$ cat config.mk
export PLATFORM = sky130hd
export DESIGN_NAME = pc_fetch_unit
export DESIGN_NICKNAME = d
export VERILOG_FILES = /design/src/rtl/pc_fetch_pkg.sv /design/src/rtl/pc_fetch_unit.sv
export SDC_FILE = /design/constraint.sdc
export NUM_CORES = 1
export LEC_CHECK = 0
export BUFFER_PORTS_ARGS = -buffer_cell sky130_fd_sc_hd__buf_2
export CAP_MARGIN = 20
export CORE_MARGIN = 2
export CORE_UTILIZATION = 47
export CTS_BUF_LIST = sky130_fd_sc_hd__clkbuf_2
export DETAILED_ROUTE_END_ITERATION = 7
export PLACE_DENSITY = 0.8
export SETUP_SLACK_MARGIN = 0.2
export SYNTH_ARGS = -nofsm -noshare
export SYNTH_HDL_FRONTEND = slang
export SYNTH_SLANG_ARGS = --single-unit
$ cat constraint.sdc
create_clock -name clk -period 1.93 [get_ports clk]
set_input_delay 0.386 -clock clk [delete_from_list [all_inputs] [get_ports clk]]
set_output_delay 0.386 -clock clk [all_outputs]
set_load 0.02 [all_outputs]
$ cat src/rtl/pc_fetch_pkg.sv
// Shared definitions for the instruction-fetch front end.
//   fetch_state_t    : fetch FSM state encoding
//   DEFAULT_RESET_PC : default PC loaded on reset
//   INSN_W           : instruction word width
package pc_fetch_pkg;

  localparam int          INSN_W           = 32;
  localparam logic [31:0] DEFAULT_RESET_PC = 32'h0000_0000;

  typedef enum logic [1:0] {
    S_BOOT,
    S_REQ,
    S_WAIT,
    S_HOLD
  } fetch_state_t;

endpackage

$ cat src/rtl/pc_fetch_unit.sv
// Instruction-fetch front end owning the program counter.
// Issues one word fetch at a time, buffers the returned word in a
// single-entry register and hands it to decode with valid/ready.
// Ports:
//   clk, rst (async, active-low)
//   pc / pcAddr           : to / from the external PC adder (pcAddr = pc + 4)
//   redirect_valid/_pc    : branch/jump redirect, target word-aligned here
//   imem_req_*            : fetch request channel (addr always equals pc)
//   imem_rsp_*            : fetch response, one per accepted request
//   inst_valid/_data/_pc  : buffered instruction to decode
//   inst_ready            : decode accepts the instruction
module pc_fetch_unit
  import pc_fetch_pkg::*;
#(
  parameter int                ADDR_W   = 32,
  parameter logic [ADDR_W-1:0] RESET_PC = ADDR_W'(DEFAULT_RESET_PC)
) (
  input  logic              clk,
  input  logic              rst,
  output logic [ADDR_W-1:0] pc,
  input  logic [ADDR_W-1:0] pcAddr,
  input  logic              redirect_valid,
  input  logic [ADDR_W-1:0] redirect_pc,
  output logic              imem_req_valid,
  output logic [ADDR_W-1:0] imem_req_addr,
  input  logic              imem_req_ready,
  input  logic              imem_rsp_valid,
  input  logic [INSN_W-1:0] imem_rsp_data,
  output logic              inst_valid,
  output logic [INSN_W-1:0] inst_data,
  output logic [ADDR_W-1:0] inst_pc,
  input  logic              inst_ready
);

  fetch_state_t      state, state_nxt;
  logic              kill, kill_nxt;
  logic [ADDR_W-1:0] pc_r, pc_nxt;
  logic              capture;
  logic [ADDR_W-1:0] redirect_tgt;

  assign redirect_tgt = {redirect_pc[ADDR_W-1:2], 2'b00};

  // Next-state logic. A redirect always wins; kill marks the single
  // in-flight response as stale when the request was already accepted.
  always_comb begin
    state_nxt = state;
    kill_nxt  = kill;
    pc_nxt    = pc_r;
    capture   = 1'b0;
    case (state)
      S_BOOT: state_nxt = S_REQ;
      S_REQ: begin
        if (redirect_valid) begin
          pc_nxt = redirect_tgt;
          if (imem_req_ready) begin
            kill_nxt  = 1'b1;
            state_nxt = S_WAIT;
          end
        end else if (imem_req_ready) begin
          state_nxt = S_WAIT;
        end
      end
      S_WAIT: begin
        if (redirect_valid) begin
          pc_nxt = redirect_tgt;
          if (imem_rsp_valid) begin
            kill_nxt  = 1'b0;
            state_nxt = S_REQ;
          end else begin
            kill_nxt = 1'b1;
          end
        end else if (imem_rsp_valid) begin
          if (kill) begin
            // pc already holds the redirect target; just refetch
            kill_nxt  = 1'b0;
            state_nxt = S_REQ;
          end else begin
            capture   = 1'b1;
            pc_nxt    = pcAddr;
            state_nxt = S_HOLD;
          end
        end
      end
      S_HOLD: begin
        if (redirect_valid) begin
          pc_nxt    = redirect_tgt;
          state_nxt = S_REQ;
        end else if (inst_ready) begin
          state_nxt = S_REQ;
        end
      end
      default: state_nxt = S_BOOT;
    endcase
  end

  // State, PC and instruction buffer registers
  always_ff @(posedge clk or negedge rst) begin
    if (!rst) begin
      state     <= S_BOOT;
      kill      <= 1'b0;
      pc_r      <= RESET_PC;
      inst_data <= '0;
      inst_pc   <= '0;
    end else begin
      state <= state_nxt;
      kill  <= kill_nxt;
      pc_r  <= pc_nxt;
      if (capture) begin
        inst_data <= imem_rsp_data;
        inst_pc   <= pc_r;
      end
    end
  end

  assign pc             = pc_r;
  assign imem_req_addr  = pc_r;
  assign imem_req_valid = (state == S_REQ);
  assign inst_valid     = (state == S_HOLD);

endmodule

==> metrics, run 1 <==
status=finished clean; worst flop-to-flop path endpoint=imem_req_addr[15]$_DFFE_PN0P_; WHS Endpoint=inst_data[20]$_DFFE_PN0P_; Longest Clk Path Bufs=2; FFs w/ async S/R, synth=1.00; Crit path top cell by count=buf_12; maxcap violations=0; r2r setup slk=90 ps; Detail Route Antenna Nets=0; Crit Path Max Fanout=11; die width=103 um; Mapped Area=0.00459 mm^2; first-pass GRT wire length=17300 um; H-tree Lvls=3; VDD IR max=845 uV; layout cells sized above 1=0.738; WL/cell=18.5 um; Initial Utilization=0.476; Yosys top cell area share=0.540; leading area contributor after synthesis=dfrtp_1; Mapped Cells=302; Worst Hold Class=in2reg; r2r worst-path depth=7; initial drt markers=a little over 90; final setup skew=34.3 ps; average cell area after synthesis=15.2 um^2; crit-path cells=buf_6, ha_4, buf_12, nor4b_4, o32a_4, buf_12, o221a_2; WHS=34.4 ps; Hold Crit Start=imem_rsp_data[20]; Area Overhead vs Synth=38.3%; Yosys Warn Count=0; CTS Buf Count=9; CP max stage delay=around 460 ps; fin crit share=0.951; WS Path Type=reg2reg; Fmax=545 MHz; Worst Path Arrival=about 2300 ps; initial antenna violation count=0; unrepaired setup endpoints after global routing=true; Leakage Power=3.23 nW; Setup crit end kind=flip-flop; Hold Crit Depth=2; RR Startpoint=state[1]$_DFFE_PN0P_; Primary FF master, synth=dfrtp_1; CTS tree=built; syn nets=between 400 and 500; count leader, synth=dfrtp_1; routability congestion estimate=0.779; Port-buffer cells=229; DR DRC count=0; die area=0.0106 mm^2; # setup viols final=0; Worst EP required=roughly 2400 ps; Worst-path clk slew=~290 ps; row count=36; fin nets=644; setup TNS=0 ps; Ant. Diodes=0; grt ovf=0; Die Y-Extent=103 um; io pins=232; CTS Sinks=99; Worst slew margin=0.664; Worst-Skew Late Latency=570 ps; routed vias/inst=4.98; P per Cell Area=about 1600 mW/mm^2; Yosys cell types=29; Std-Cell Core Area=0.00964 mm^2; drt pass-1 iters=5; Seq/Total Area, Yosys=0.540; Slew Viols, Final=0; pin count of the biggest net entering global routing=39; Post-synth EDFFs=0; top cells by count, synth=dfrtp_1 (99), mux2_4 (60), buf_4 (32), or2_2 (30), o221a_2 (28); Tightest Pin Transition=between 500 and 600 ps; post-route minimum period=1840 ps; via count=around 3400; vias in the first global route=3276; Area contributors post-synth=dfrtp_1 (54%), mux2_4 (20%), o221a_2 (6.9%); crit start category=flip-flop; HPWL after DPL=8000 um; Root Driver=clkbuf_2; CP max stage cell=dfrtp_1; global-route usage over all layers=0.218; DRT Wirelength=12500 um; final hold viol count=0; Yosys reg bits=99
## registers in the layout, indices dropped and copies added (netlist names)
signal and count:
imem_req_addr 32, inst_data 32, inst_pc 32, state 2, kill 1
## how the worst max path moves through the flow
stage / cells after the start / end / slack [ps] / startpoint
finish: 7 / imem_req_addr[15]$_DFFE_PN0P_ / 90 / state[1]$_DFFE_PN0P_
global route: 7 / imem_req_addr[29]$_DFFE_PN0P_ / 20 / state[1]$_DFFE_PN0P_
CTS: 3 / inst_valid / 80 / state[1]$_DFFE_PN0P_
detailed placement: 5 / inst_pc[10]$_DFFE_PN0P_ / 100 / state[0]$_DFFE_PN0P_
global placement: 5 / inst_pc[10]$_DFFE_PN0P_ / 130 / state[0]$_DFFE_PN0P_
floorplan: 6 / inst_data[0]$_DFFE_PN0P_ / 240 / state[0]$_DFFE_PN0P_
## placed cells by master (no fill, tap or decap), drive strengths merged, types with 2 or more instances in the layout
master / instances
o22ai: 2
mux2i: 2
dfrtp: 99
ha: 4
nor2: 3
or2: 30
buf: 251
o221a: 30
dlygate4sd3: 21
mux2: 64
clkinv: 4
clkbuf: 10
inv: 8
## kinds of logic after synthesis
kind of cell	synth area share
DFF	0.540
adders and majority gates	0.0109
muxes	0.210
and+or+nand+nor	0.0556
buffers and inverters	0.0965
AOI/OAI and AO/OA	0.0869
## per-stage QoR
step,power [mW],worst slack [ps],std cells,cell area [um^2],util
2_1_floorplan,7.26,237,302,4590,-
3_3_place_gp,8.55,129,629,5640,0.585
6_report,10.2,94.4,676,6350,0.658
3_5_place_dp,8.73,103,629,5640,0.585
5_1_grt,10.8,16.3,676,6350,0.658
4_1_cts,10.1,80.1,665,6190,0.642
## critical path: cells and delay by family (launching register included)
kind,cells,cell delay (ps)
compound gates,2,470
fa+ha+maj,1,170
buf+inv,3,410
flops,1,460
simple gates,1,280
## per-layer routing
layer  global-route usage  up-vias  part of all wire
met2                0.395      154              0.51
met5                    0        -                 0
met4               0.0820        0             0.015
li1                     -     1527                 -
met3               0.0407       15             0.066
met1                0.258     1672              0.41
## report_power, final
group | internal [mW] | switching [mW] | total (mW)
registers | 2.99 | 0.773 | 3.76
clock network | 0.296 | 0.701 | 0.997
logic | 2.58 | 2.90 | 5.48
total | 5.86 | 4.37 | 10.2
## layout make-up
cell class	count	area [um^2]
clock buffers	9	45.0
clock inverters	7	67.6
fillers	723	3290
inverters	7	26.3
multi-input cells	148	1820
flip-flops and latches	99	2480
well taps	133	166
repair buffers	273	1740
## repair_timing
item                                   CTS  global route
gates resized for setup                 31             7
setup buffers                            5             0
endpoints found under the hold margin   38            10
cloned                                   4             1
pin swaps                                8             5
hold buffers                            11            10
setup endpoints to repair               74           101
Note: power is estimated with default switching activity, not from simulation.
==> run 2, diff against run 1 <==
--- a/config.mk
+++ b/config.mk
@@ -12,4 +12,5 @@
 export CTS_BUF_LIST = sky130_fd_sc_hd__clkbuf_2
 export DETAILED_ROUTE_END_ITERATION = 7
+export GPL_ROUTABILITY_DRIVEN = 0
 export PLACE_DENSITY = 0.8
 export SETUP_SLACK_MARGIN = 0.2
==> constraint.sdc (replaced) <==
create_clock -name clk -period 1.93 [get_ports clk]
set_input_delay 0.386 -clock clk [delete_from_list [all_inputs] [get_ports clk]]
set_output_delay 0.386 -clock clk [all_outputs]
set_load 0.005 [all_outputs]
==> run 2 against run 1 <==
Final cell count grew 1.2%; core utilization shrank 0.078 points; critical path depth shrank 1; sequential share of layout area is essentially flat; routed wire length shrank 0.43%; clock-buffer cell count is the same; maximum frequency shrank 0.59%; critical path type unchanged; setup slack lost 11 ps; global-route usage grew 0.33 points; clock skew shrank 5.3 ps.
==> metrics, run 2 (synthesis gave the netlist of run 1 again) <==
Area Overhead vs Synth=38.1%; DRT Wirelength=12400 um (-0.43%); grt ovf=0 (unchanged); global-route usage over all layers=0.222 (+0.00333); Tightest Pin Transition=460 ps (-44.8 ps); VDD IR max=671 uV (-21%); Worst slew margin=0.693 (+0.0299); CP max stage delay=490 ps (+30 ps); Worst-Skew Late Latency=570 ps (about the same); Fmax=542 MHz (-0.59%); die width=103 um (unchanged); Worst Path Arrival=2350 ps (+30 ps); sequential power share=0.428 (+0.060); number of fill cells in the layout=714 (-1.2%); final setup skew=29.0 ps (-5.33 ps); io pins=232 (unchanged); Psw=2.90 mW (-34%); final non-filler cell total=684 (+1.2%); Std-Cell Core Area=0.00964 mm^2 (unchanged); # setup viols final=0 (unchanged); maxcap violations=0 (unchanged); Worst EP required=2430 ps (about the same); DR DRC count=0 (unchanged); status=finished clean; fin crit share=0.957 (+0.00560); first-pass GRT wire length=17600 um (+1.9%); Longest Clk Path Bufs=2 (unchanged); initial antenna violation count=0 (unchanged); Worst-path clk slew=290 ps (about the same); Initial Utilization=0.476 (unchanged); Bufs and invs on worst path=3 (unchanged); Clk pwr share=0.115 (+0.018); Root Driver=clkbuf_2; Leakage Power=3.26 nW (+0.68%); layout cells sized above 1=0.733 (-0.00528); Post-Place Cells=629 (unchanged); Power Internal=5.77 mW (-1.5%); Logic pwr share=0.457 (-0.078); CTS tree=built; WL/cell=18.2 um (-1.6%); via count=3395 (+0.80%); setup TNS=0 ps (unchanged); Crit Path Max Fanout=5 (-6); CTS Sinks=99 (unchanged); Port-buffer cells=229 (unchanged); H-tree Lvls=3 (unchanged); post-route minimum period=1850 ps (+10.8 ps); row count=36 (unchanged); drt pass-1 iters=4 (-1); Multi-input gate area=0.00174 mm^2 (-4.6%); Setup crit end kind=flip-flop; Slew Viols, Final=0 (unchanged); CTS Buf Count=9 (unchanged); die area=0.0106 mm^2 (unchanged); Worst Hold Class=in2reg; initial drt markers=119 (+29%); fin nets=652 (+1.2%); commonest non-fill, non-tap cells in the layout=buf_2 (226), dfrtp_1 (98), mux2_4 (60), or2_2 (30), o221a_2 (28); final hold viol count=0 (unchanged); sw frac=0.334 (-0.0931); critical path's top delay family=buffers and inverters; crit start category=flip-flop; unrepaired setup endpoints after global routing=true; commonest non-fill, non-tap cell in the layout=buf_2; crit-path cells=inv_1, ha_4, and4bb_4, buf_12, bufbuf_16, mux2_4; CP max stage cell=dfrtp_2; Ant. Diodes=0 (unchanged); register area=0.00248 mm^2 (about the same); WS Path Type=reg2reg; vias in the first global route=3339 (+1.9%); P per Cell Area=1370 mW/mm^2 (-15%); Die Y-Extent=103 um (unchanged); HPWL after DPL=8000 um (unchanged); pin count of the biggest net entering global routing=39 (unchanged); Detail Route Antenna Nets=0 (unchanged); routed vias/inst=4.96 (-0.38%)
[run 2: cell count changes in the layout (fill, tap and decap cells not counted), sizes merged]
cell,delta
buf,+7
bufbuf,+1
clkbuf,-1
dlygate4sd3,+1
[run 2: final cells by class]
cell class / count / share of cell area
Clock inverter: 7 / 0.0107
Inverter: 7 / 0.00414
Multi-Input combinational cell: 148 / 0.274
Clock buffer: 9 / 0.00710
Sequential cell: 99 / 0.391
Timing Repair Buffer: 281 / 0.287
Tap cell: 133 / 0.0262
[run 2: what timing repair did]
action	CTS	global route
endpoints found under the setup margin	74	99
buffers inserted	9	2
gates cloned	4	2
hold endpoints to repair	38	11
pin swaps	2	0
hold buffers	11	11
resized for setup	17	10
[run 2: worst paths after layout]
check / start / to / slack (ps) / depth (start not counted)
setup / recovery: state[0]$_DFFE_PN0P_ / inst_data[13]$_DFFE_PN0P_ / 80 / 6
hold / removal: imem_rsp_data[2] / inst_data[2]$_DFFE_PN0P_ / 40 / 2
setup reg to reg: state[0]$_DFFE_PN0P_ / inst_data[13]$_DFFE_PN0P_ / 80 / 6
hold reg to reg: inst_pc[11]$_DFFE_PN0P_ / inst_pc[11]$_DFFE_PN0P_ / 540 / 1
max in group asynchronous: rst / inst_data[22]$_DFFE_PN0P_ / 930 / 3
min in group asynchronous: rst / inst_data[31]$_DFFE_PN0P_ / 230 / 2
[run 2: worst reg2reg max path, cell delays in order, from the launching register on]
cell       delay (ps)
dfrtp_2           490
inv_1             130
ha_4              160
and4bb_4          330
buf_12            150
bufbuf_16         260
mux2_4            300
[run 2: per-layer routing]
layer	track usage	wire [um]	vias up
li1	-	-	1540
met1	0.263	5010	1687
met2	0.397	6390	150
met3	0.0420	809	18
met4	0.0870	233	0
met5	0	0	-
[run 2: per-stage QoR]
stage / hold slack, ps / utilization / area (um^2) / worst slack, ps / power (mW)
CTS: 2.19 / 0.639 / 6160 / 74.3 / 8.50
detailed placement: 346 / 0.585 / 5640 / 103 / 7.27
global route: -14.4 / 0.658 / 6340 / 13.6 / 9.24
finish: 41.0 / 0.658 / 6340 / 83.6 / 8.67
floorplan: 90.4 / - / 4590 / 237 / 5.84
global placement: 337 / 0.585 / 5640 / 129 / 7.09
[run 2: power by group through the flow]
| stage | Clock [mW] | Combinational (mW) | Sequential, mW |
|---|---|---|---|
| floorplan | 0 | 2.14 | 3.70 |
| global placement | 0 | 3.44 | 3.66 |
| detailed placement | 0 | 3.56 | 3.72 |
| CTS | 1.02 | 3.81 | 3.67 |
| global route | 1.11 | 4.30 | 3.83 |
| finish | 0.997 | 3.97 | 3.71 |
==> run 3, diff against run 2 <==
- PLACE_DENSITY: 0.8 -> 0.82
==> run 3 against run 2 <==
Final cell count fell by 0.58%; sequential share of layout area rose by 0.60 points; via count fell by 1.0%; critical path depth did not move; first-iteration DRC count fell by 10%; hold slack improved by 17 ps; register-to-register slack barely moved; global-route usage fell by 1.7 points; clock-buffer cell count rose by 1; clock power fell by 15%.
==> metrics, run 3 (synthesis gave the netlist of run 1 again) <==
Worst EP required=2380 ps (-50 ps); routed vias/inst=4.94 (-0.42%); vias in the first global route=3264 (-2.2%); Worst Hold Class=in2reg; number of fill cells in the layout=739 (+3.5%); Die Y-Extent=103 um (unchanged); io pins=232 (unchanged); post-route minimum period=1830 ps (-13.1 ps); CTS Buf Count=9 (unchanged); DR DRC count=0 (unchanged); Worst-path clk slew=250 ps (-40 ps); DRT Wirelength=12200 um (-1.9%); Detail Route Antenna Nets=0 (unchanged); # setup viols final=0 (unchanged); via count=3361 (-1.0%); fin nets=649 (-0.46%); Longest Clk Path Bufs=2 (unchanged); global-route usage over all layers=0.204 (-0.0175); row count=36 (unchanged); Worst-Skew Late Latency=540 ps (-30 ps); Fmax=545 MHz (+0.71%); drt pass-1 iters=4 (unchanged); Hold Crit Start=imem_rsp_data[13]; initial antenna violation count=0 (unchanged); VDD IR max=707 uV (+5.3%); CP max stage delay=520 ps (+30 ps); DP Area=0.00565 mm^2 (+0.20%); HPWL after DPL=7810 um (-2.4%); WS Path Type=reg2reg; r2r worst-path depth=6 (unchanged); commonest non-fill, non-tap cells in the layout=buf_2 (227), dfrtp_1 (98), mux2_4 (60), or2_2 (30), o221a_2 (28); Port-buffer cells=229 (unchanged); Tightest Pin Transition=382 ps (-77.3 ps); CTS Sinks=99 (unchanged); grt ovf=0 (unchanged); pin count of the biggest net entering global routing=38 (-2.6%); Root Driver=clkbuf_2; Std-Cell Core Area=0.00964 mm^2 (unchanged); CTS tree=built; Hold Crit Depth=2 (unchanged); CP max stage cell=dfrtp_2; P per Cell Area=1350 mW/mm^2 (-1.3%); RR Startpoint=state[0]$_DFFE_PN0P_; status=finished clean; Worst slew margin=0.745 (+0.0515); fin area=0.00624 mm^2 (-1.5%); WL/cell=17.9 um (-1.3%); crit-path cells=inv_2, ha_2, and4bb_4, buf_12, clkbuf_16, mux2_4; commonest non-fill, non-tap cell in the layout=buf_2; Worst Path Arrival=2280 ps (-70 ps); first-pass GRT wire length=16500 um (-6.7%); maxcap violations=0 (unchanged); unrepaired setup endpoints after global routing=true; setup TNS=0 ps (unchanged); fin crit share=0.950 (-0.00677); H-tree Lvls=3 (unchanged); Area Overhead vs Synth=36.0%; final setup skew=29.4 ps (+0.375 ps); Initial Utilization=0.476 (unchanged); layout cells sized above 1=0.742 (+0.00902); final hold viol count=0 (unchanged); die area=0.0106 mm^2 (unchanged); Slew Viols, Final=0 (unchanged); Setup crit end kind=flip-flop; Leakage Power=3.23 nW (-0.85%); initial drt markers=107 (-10%); crit start category=flip-flop; die width=103 um (unchanged); Setup crit start=state[0]$_DFFE_PN0P_; Crit Path Max Fanout=8 (+3); Ant. Diodes=0 (unchanged)
-- run 3: cell count changes in the layout (fill, tap and decap cells not counted), sizes merged --
cell,delta
buf,-2
bufinv,-1
clkinv,-1
bufbuf,-1
clkbuf,+3
dlygate4sd3,-2
-- run 3: final cells by class --
| cell class | instances | area (um^2) | share of cell area |
|---|---|---|---|
| Sequential cell | 99 | 2480 | 0.397 |
| Timing Repair Buffer | 278 | 1760 | 0.283 |
| Multi-Input combinational cell | 148 | 1730 | 0.277 |
| Tap cell | 133 | 166 | 0.0266 |
| Clock buffer | 10 | 50.0 | 0.00801 |
| Clock inverter | 5 | 30.0 | 0.00481 |
| Inverter | 7 | 26.3 | 0.00421 |
-- run 3: per-stage QoR --
stage	setup slack, ps	hold WS (ps)	util	power [mW]	instances
after global placement	102	329	0.586	7.10	631
after detailed placement	38.9	333	0.586	7.26	631
final	96.6	58.2	0.648	8.43	680
after floorplan	237	90.4	-	5.84	302
after global routing	66.7	6.10	0.648	9.00	680
after CTS	81.2	1.13	0.617	8.22	658
-- run 3: worst max-delay path, delay by kind of cell, from the launching register on --
family	cells	cell delay [ps]
adder cells (fa/ha/maj)	1	170
buffers and inverters	3	390
multiplexers	1	300
flip-flops	1	520
AND/OR/NAND/NOR	1	360
-- run 3: report_power, final --
part	internal [mW]	leakage, nW	switching, mW	total (mW)
clock	0.165	0.0556	0.680	0.844
combinational	2.43	1.92	1.45	3.88
sequential	2.99	1.25	0.720	3.71
-- run 3: layer usage --
| metal | global-route usage | vias up | wire [um] | share of wire |
|---|---|---|---|---|
| met5 | 0 | - | 0 | 0 |
| met4 | 0.0779 | 0 | 188 | 0.015 |
| met3 | 0.0569 | 16 | 935 | 0.077 |
| met2 | 0.357 | 145 | 6240 | 0.51 |
| met1 | 0.239 | 1676 | 4840 | 0.40 |
| li1 | - | 1524 | - | - |
-- run 3: worst paths after layout --
| kind | to | slack, ps |
|---|---|---|
| max in group asynchronous | inst_data[12]$_DFFE_PN0P_ | 1070 |
| worst min-delay path | inst_data[13]$_DFFE_PN0P_ | 60 |
| worst max-delay path | inst_data[2]$_DFFE_PN0P_ | 100 |
| min in group asynchronous | imem_req_addr[2]$_DFFE_PN0P_ | 260 |
| worst max register to register | inst_data[2]$_DFFE_PN0P_ | 100 |
| worst min register to register | inst_data[28]$_DFFE_PN0P_ | 540 |
-- run 3: repair_timing --
action,CTS,global route
buffers inserted,5,4
hold buffers,6,14
gates cloned,1,4
endpoints found under the setup margin,93,97
pin swaps,1,2
endpoints found under the hold margin,30,14
gates resized for setup,18,16
